File: src/rtl/dmem_arbiter_if.sv
// Bundle of requester handshakes, dmem bus and debug counters for dmem_arbiter.
// slave is the arbiter's view; master is the requester/memory/observer side.
interface dmem_arbiter_if #(
  parameter int unsigned DATA_W = 32,
  parameter int unsigned ADDR_W = 16,
  parameter int unsigned CNT_W  = 16
);
  logic              req0;
  logic              we0;
  logic [ADDR_W-1:0] addr0;
  logic [DATA_W-1:0] wdata0;
  logic              ack0;
  logic [DATA_W-1:0] rdata0;

  logic              req1;
  logic              we1;
  logic [ADDR_W-1:0] addr1;
  logic [DATA_W-1:0] wdata1;
  logic              ack1;
  logic [DATA_W-1:0] rdata1;

  logic [ADDR_W-1:0] mem_a;
  logic [DATA_W-1:0] mem_wd;
  logic              mem_we;
  logic [DATA_W-1:0] mem_rd;

  logic [CNT_W-1:0]  cnt0;
  logic [CNT_W-1:0]  cnt1;
  logic              busy;

  modport slave (
    input  req0, we0, addr0, wdata0,
    input  req1, we1, addr1, wdata1,
    input  mem_rd,
    output ack0, rdata0, ack1, rdata1,
    output mem_a, mem_wd, mem_we,
    output cnt0, cnt1, busy
  );

  modport master (
    output req0, we0, addr0, wdata0,
    output req1, we1, addr1, wdata1,
    output mem_rd,
    input  ack0, rdata0, ack1, rdata1,
    input  mem_a, mem_wd, mem_we,
    input  cnt0, cnt1, busy
  );
endinterface

File: src/rtl/dmem_arbiter.sv
// Round-robin two-port arbiter for the single-port dmem: one registered access
// cycle per grant, registered read data with a one-cycle ack, saturating counters.
module dmem_arbiter #(
  parameter int unsigned DATA_W = 32,
  parameter int unsigned ADDR_W = 16,
  parameter int unsigned CNT_W  = 16
) (
  input logic           clk,
  input logic           rst_n,
  dmem_arbiter_if.slave arb_io
);

  typedef enum logic {StIdle, StAccess} state_e;

  state_e              state_q, state_d;
  logic                last_q, last_d;
  logic                owner_q, owner_d;
  logic [ADDR_W-1:0]   addr_q, addr_d;
  logic [DATA_W-1:0]   wdata_q, wdata_d;
  logic                we_q, we_d;
  logic                ack0_q, ack0_d;
  logic                ack1_q, ack1_d;
  logic [DATA_W-1:0]   rdata0_q, rdata0_d;
  logic [DATA_W-1:0]   rdata1_q, rdata1_d;
  logic [CNT_W-1:0]    cnt0_q, cnt0_d;
  logic [CNT_W-1:0]    cnt1_q, cnt1_d;

  logic                win;
  logic [DATA_W-1:0]   result;

  function automatic logic [CNT_W-1:0] sat_inc(input logic [CNT_W-1:0] v);
    return (&v) ? v : v + CNT_W'(1);
  endfunction

  // On a tie the port that did not win last time gets the grant.
  assign win    = (arb_io.req0 && arb_io.req1) ? ~last_q : arb_io.req1;
  // Writes echo their own data back as the completion value.
  assign result = we_q ? wdata_q : arb_io.mem_rd;

  always_comb begin
    state_d  = state_q;
    last_d   = last_q;
    owner_d  = owner_q;
    addr_d   = addr_q;
    wdata_d  = wdata_q;
    we_d     = we_q;
    ack0_d   = 1'b0;
    ack1_d   = 1'b0;
    rdata0_d = rdata0_q;
    rdata1_d = rdata1_q;
    cnt0_d   = cnt0_q;
    cnt1_d   = cnt1_q;

    unique case (state_q)
      StIdle: begin
        if (arb_io.req0 || arb_io.req1) begin
          owner_d = win;
          last_d  = win;
          addr_d  = win ? arb_io.addr1  : arb_io.addr0;
          wdata_d = win ? arb_io.wdata1 : arb_io.wdata0;
          we_d    = win ? arb_io.we1    : arb_io.we0;
          state_d = StAccess;
        end
      end
      StAccess: begin
        state_d = StIdle;
        if (owner_q) begin
          ack1_d   = 1'b1;
          rdata1_d = result;
          cnt1_d   = sat_inc(cnt1_q);
        end else begin
          ack0_d   = 1'b1;
          rdata0_d = result;
          cnt0_d   = sat_inc(cnt0_q);
        end
      end
    endcase
  end

  always_ff @(posedge clk or negedge rst_n) begin
    if (!rst_n) begin
      state_q  <= StIdle;
      last_q   <= 1'b1;
      owner_q  <= 1'b0;
      addr_q   <= '0;
      wdata_q  <= '0;
      we_q     <= 1'b0;
      ack0_q   <= 1'b0;
      ack1_q   <= 1'b0;
      rdata0_q <= '0;
      rdata1_q <= '0;
      cnt0_q   <= '0;
      cnt1_q   <= '0;
    end else begin
      state_q  <= state_d;
      last_q   <= last_d;
      owner_q  <= owner_d;
      addr_q   <= addr_d;
      wdata_q  <= wdata_d;
      we_q     <= we_d;
      ack0_q   <= ack0_d;
      ack1_q   <= ack1_d;
      rdata0_q <= rdata0_d;
      rdata1_q <= rdata1_d;
      cnt0_q   <= cnt0_d;
      cnt1_q   <= cnt1_d;
    end
  end

  // Write strobe decodes from state so an asynchronous reset kills it at once.
  assign arb_io.mem_we = (state_q == StAccess) && we_q;
  assign arb_io.mem_a  = addr_q;
  assign arb_io.mem_wd = wdata_q;
  assign arb_io.busy   = (state_q == StAccess);
  assign arb_io.ack0   = ack0_q;
  assign arb_io.ack1   = ack1_q;
  assign arb_io.rdata0 = rdata0_q;
  assign arb_io.rdata1 = rdata1_q;
  assign arb_io.cnt0   = cnt0_q;
  assign arb_io.cnt1   = cnt1_q;

endmodule

File: src/flat_wrapper.sv
// flat-port wrapper written by rule: the top's interface ports become plain ports
module dmem_arbiter_flat 
#(
  parameter int unsigned DATA_W = 32,
  parameter int unsigned ADDR_W = 16,
  parameter int unsigned CNT_W  = 16
)
  (clk, rst_n, arb_io_req0, arb_io_we0, arb_io_addr0, arb_io_wdata0, arb_io_req1, arb_io_we1, arb_io_addr1, arb_io_wdata1, arb_io_mem_rd, arb_io_ack0, arb_io_rdata0, arb_io_ack1, arb_io_rdata1, arb_io_mem_a, arb_io_mem_wd, arb_io_mem_we, arb_io_cnt0, arb_io_cnt1, arb_io_busy);
  dmem_arbiter_if #(.DATA_W(DATA_W), .ADDR_W(ADDR_W), .CNT_W(CNT_W)) arb_io_i ();
  input logic clk;
  input logic rst_n;
  input wire logic [$bits(arb_io_i.req0)-1:0] arb_io_req0;
  input wire logic [$bits(arb_io_i.we0)-1:0] arb_io_we0;
  input wire logic [$bits(arb_io_i.addr0)-1:0] arb_io_addr0;
  input wire logic [$bits(arb_io_i.wdata0)-1:0] arb_io_wdata0;
  input wire logic [$bits(arb_io_i.req1)-1:0] arb_io_req1;
  input wire logic [$bits(arb_io_i.we1)-1:0] arb_io_we1;
  input wire logic [$bits(arb_io_i.addr1)-1:0] arb_io_addr1;
  input wire logic [$bits(arb_io_i.wdata1)-1:0] arb_io_wdata1;
  input wire logic [$bits(arb_io_i.mem_rd)-1:0] arb_io_mem_rd;
  output wire logic [$bits(arb_io_i.ack0)-1:0] arb_io_ack0;
  output wire logic [$bits(arb_io_i.rdata0)-1:0] arb_io_rdata0;
  output wire logic [$bits(arb_io_i.ack1)-1:0] arb_io_ack1;
  output wire logic [$bits(arb_io_i.rdata1)-1:0] arb_io_rdata1;
  output wire logic [$bits(arb_io_i.mem_a)-1:0] arb_io_mem_a;
  output wire logic [$bits(arb_io_i.mem_wd)-1:0] arb_io_mem_wd;
  output wire logic [$bits(arb_io_i.mem_we)-1:0] arb_io_mem_we;
  output wire logic [$bits(arb_io_i.cnt0)-1:0] arb_io_cnt0;
  output wire logic [$bits(arb_io_i.cnt1)-1:0] arb_io_cnt1;
  output wire logic [$bits(arb_io_i.busy)-1:0] arb_io_busy;
  assign arb_io_i.req0 = arb_io_req0;
  assign arb_io_i.we0 = arb_io_we0;
  assign arb_io_i.addr0 = arb_io_addr0;
  assign arb_io_i.wdata0 = arb_io_wdata0;
  assign arb_io_i.req1 = arb_io_req1;
  assign arb_io_i.we1 = arb_io_we1;
  assign arb_io_i.addr1 = arb_io_addr1;
  assign arb_io_i.wdata1 = arb_io_wdata1;
  assign arb_io_i.mem_rd = arb_io_mem_rd;
  assign arb_io_ack0 = arb_io_i.ack0;
  assign arb_io_rdata0 = arb_io_i.rdata0;
  assign arb_io_ack1 = arb_io_i.ack1;
  assign arb_io_rdata1 = arb_io_i.rdata1;
  assign arb_io_mem_a = arb_io_i.mem_a;
  assign arb_io_mem_wd = arb_io_i.mem_wd;
  assign arb_io_mem_we = arb_io_i.mem_we;
  assign arb_io_cnt0 = arb_io_i.cnt0;
  assign arb_io_cnt1 = arb_io_i.cnt1;
  assign arb_io_busy = arb_io_i.busy;
  dmem_arbiter #(.DATA_W(DATA_W), .ADDR_W(ADDR_W), .CNT_W(CNT_W)) u_core (.clk(clk), .rst_n(rst_n), .arb_io(arb_io_i));
endmodule
File: config.mk
export PLATFORM = sky130hd
export DESIGN_NAME = dmem_arbiter_flat
export DESIGN_NICKNAME = d
export VERILOG_FILES = /design/src/rtl/dmem_arbiter_if.sv /design/src/rtl/dmem_arbiter.sv /design/src/flat_wrapper.sv
export SDC_FILE = /design/constraint.sdc
export NUM_CORES = 1
export LEC_CHECK = 0
export ABC_CLOCK_PERIOD_IN_PS = 3050
export CAP_MARGIN = 0
export CORE_ASPECT_RATIO = 0.8
export CORE_MARGIN = 3
export CORE_UTILIZATION = 40
export CTS_CLUSTER_SIZE = 16
export DETAILED_ROUTE_END_ITERATION = 6
export GPL_ROUTABILITY_DRIVEN = 1
export GPL_TIMING_DRIVEN = 1
export PLACE_DENSITY = 0.86
export SYNTH_ARGS = -nofsm -noshare
export SYNTH_HDL_FRONTEND = slang
export SYNTH_SLANG_ARGS = --single-unit
File: constraint.sdc
create_clock -name clk -period 3.05 [get_ports clk]
set_clock_uncertainty 0.2 [all_clocks]
set_input_delay 0.915 -clock clk [delete_from_list [all_inputs] [get_ports clk]]
set_output_delay 0.915 -clock clk [all_outputs]
set_load 0.05 [all_outputs]
==> flow_summary.toml <==
[place]
dp_cells = 1082
place_congestion = 0.832
port_buffers = 281
placed_area_sq_um = 9590
dp_hpwl_mm = 14.2

[worst_setup_path]
critPathTopFamily = "buffers and inverters"
startpoint_type = "flop"
worstPathArrival_ns = 1.81
slowest_delay_ns = 0.88
critical-path-slowest-cell = "clkdlybuf4s50_1"
cp.buffers_inverters = 1
critPathMaxFanout = 7
cp_cell_sequence = "clkdlybuf4s50_1"
critical_path_class = "reg -> out"
required_ns = 1.93
endpoint_kind = "output pin"

[timing]
fin_worst_hold_slack_ns = 0.241
post-route-min-period_ns = 2.93
tightest_slew_ns = 0.663
slew_viol_final = 0
tns_ns = 0
max_freq_mhz = 341
relSlewSlack = 0.558
final-hold-violation-count = 0
grt_setup_unrepaired = "no"
finalSetupViolCount = 0
min_period_over_period = 0.961

[cells_and_area]
area_growth_pct = 56.8
num_antenna_cells = 0
drive_gt1_frac = 0.0624
nFillCells = 1241
instances_no_fill = 1113
nets = 1022
design_area_sq_um = 10200

[global_routing]
antenna_found_initial = 0
grt.busiest_layer = "met2"
grt_use_met1 = 0.273
use_met3 = 0.0755
grt_pass1_vias = 5779
globalRouteOverflowTotal = 0
gr-usage-all-layers = 0.218
grt_pass1_wl_mm = 30.5
grt_max_degree = 101
met2_usage = 0.349

[power_and_ir_drop]
p_leak_uw = 0.00439
ir_worst_vdd_mv = 0.421
power_density_nw_per_um2 = 967

[logic_synthesis]
synth_top_cell_area_share = 0.572
ys_types = 39
ys_async_sr_fraction = 1.00
synthesis.area_sq_um = 6520
ys_seq_area_frac = 0.576
synth_most_common_cell = "dfrtp_1"
avgSynthCellArea_sq_um = 10.6
ys_warn_count = 0
synth_top_flop_cell = "dfrtp_1"
netlist_top_cells_area = "dfrtp_1, mux2i_1, o21ai_0"
syn-instance-count = 612
synth_top_area_cell = "dfrtp_1"
yosys-top-cells-count = "dfrtp_1, nand2_1, o21ai_0"
synth_nets = 748
synth-edff-count = 0
synth_seq_cells = 150

[run_status]
outcome = "complete, no violations"

[floorplan]
initial_core_util = 0.411
fp.dieArea_sq_um = 17900
ioPinCount = 282
core_sq_um = 15900
chipHeight_um = 120
die_x_um = 149
rows = 41

[clock_network]
clock_path_buffers = 2
insertion_delay_ns = 0.42
cts_tree = "yes"
cts.repair.resized = 0
hold_buffers = 0
cts_made_buffers = 17
path_clk_slew_ns = 0.06
cts-root-buf = "clkbuf_16"
htreeDepth = 4
cts_sinks = 150
cts_setup_buffers = 0

[job]
maxCapViolCount = 0

[drt]
routedWlPerCell_um = 17.3
antenna_left = 0
drc_errors = 0
routed_via_density = 5.05
drt-initial-drc-count = 306
postRouteWirelength_mm = 19.2
via_count = 5622
drtPass1Iterations = 4

[hold_path]
worstHoldPathType = "in -> async"
## cell type report
| type | instances | area [sq um] | area share |
|---|---|---|---|
| clock buffers | 20 | 457 | 0.0447 |
| clock inverters | 11 | 173 | 0.0169 |
| inverters | 6 | 22.5 | 0.00220 |
| multi-input cells | 419 | 2610 | 0.256 |
| flip-flops and latches | 150 | 3760 | 0.368 |
| well taps | 215 | 269 | 0.0263 |
| repair buffers | 292 | 2930 | 0.287 |
## logic make-up (layout without fill, tap and decap cells)
family                     Yosys count  after routing  synth area share
buffers and inverters               43            329            0.0273
DFF                                150            150             0.576
adders and majority gates            2              2           0.00384
muxes                               83             83             0.128
AOI/OAI and AO/OA                  127            127             0.104
and+or+nand+nor                    179            179             0.123
xor gates and xnor gates            28             28            0.0376
## flip-flops by register name, summed over array words and instances, names as in the netlist
register and count:
u_core.arb_io.rdata0 32, u_core.arb_io.cnt0 16, u_core.arb_io.mem_a 16, u_core.arb_io.ack1 1, u_core.arb_io.mem_wd 32, u_core.we_q 1, u_core.arb_io.cnt1 16, u_core.arb_io.ack0 1
u_core.owner_q 1, u_core.last_q 1, u_core.arb_io.busy 1, u_core.arb_io.rdata1 32
## placed cells by master (no fill, tap or decap), drive strengths merged, types with 9 or more instances in the layout
cell type and n:
clkdlybuf4s50 279, dfrtp 149, nand2 123, o21ai 114, mux2i 81, clkbuf 20
xnor2 19, nand4 13, buf 13, nand3 11, xor2 9
## path summary, 6_finish.rpt
path / start / endpoint / slack [ns] / cells after the start
max: u_core.arb_io.busy / arb_io_busy / 0.12 / 1
min: rst_n / u_core.arb_io.ack1 / 0.24 / 1
max reg2reg: u_core.arb_io.busy / u_core.arb_io.cnt0[15] / 0.73 / 4
min reg2reg: u_core.arb_io.mem_a[7] / u_core.arb_io.mem_a[7] / 0.28 / 2
max in group asynchronous: rst_n / u_core.last_q / 1.71 / 2
min in group clk: u_core.arb_io.mem_a[7] / u_core.arb_io.mem_a[7] / 0.28 / 2
## per-stage QoR
stage	util	total power (uW)	setup slack, ns
2_1_floorplan	-	5870	0.618
3_3_place_gp	0.605	7580	0.326
3_5_place_dp	0.605	7680	0.268
4_1_cts	0.645	9950	0.0930
5_1_grt	0.645	10300	0.0457
6_report	0.645	9880	0.120
## layer usage
layer / vias up / share of wire
met4: 0 / 0.025
met1: 2679 / 0.41
met3: 38 / 0.085
met5: - / 0
li1: 2673 / -
met2: 232 / 0.48
## power breakdown
part,internal [uW],leakage (uW),switching (uW)
Combinational,1520,0.00220,3090
Clock,1410,0.000307,834
Sequential,2590,0.00189,431
Total,5520,0.00439,4360
Note: power is estimated with default switching activity, not from simulation.
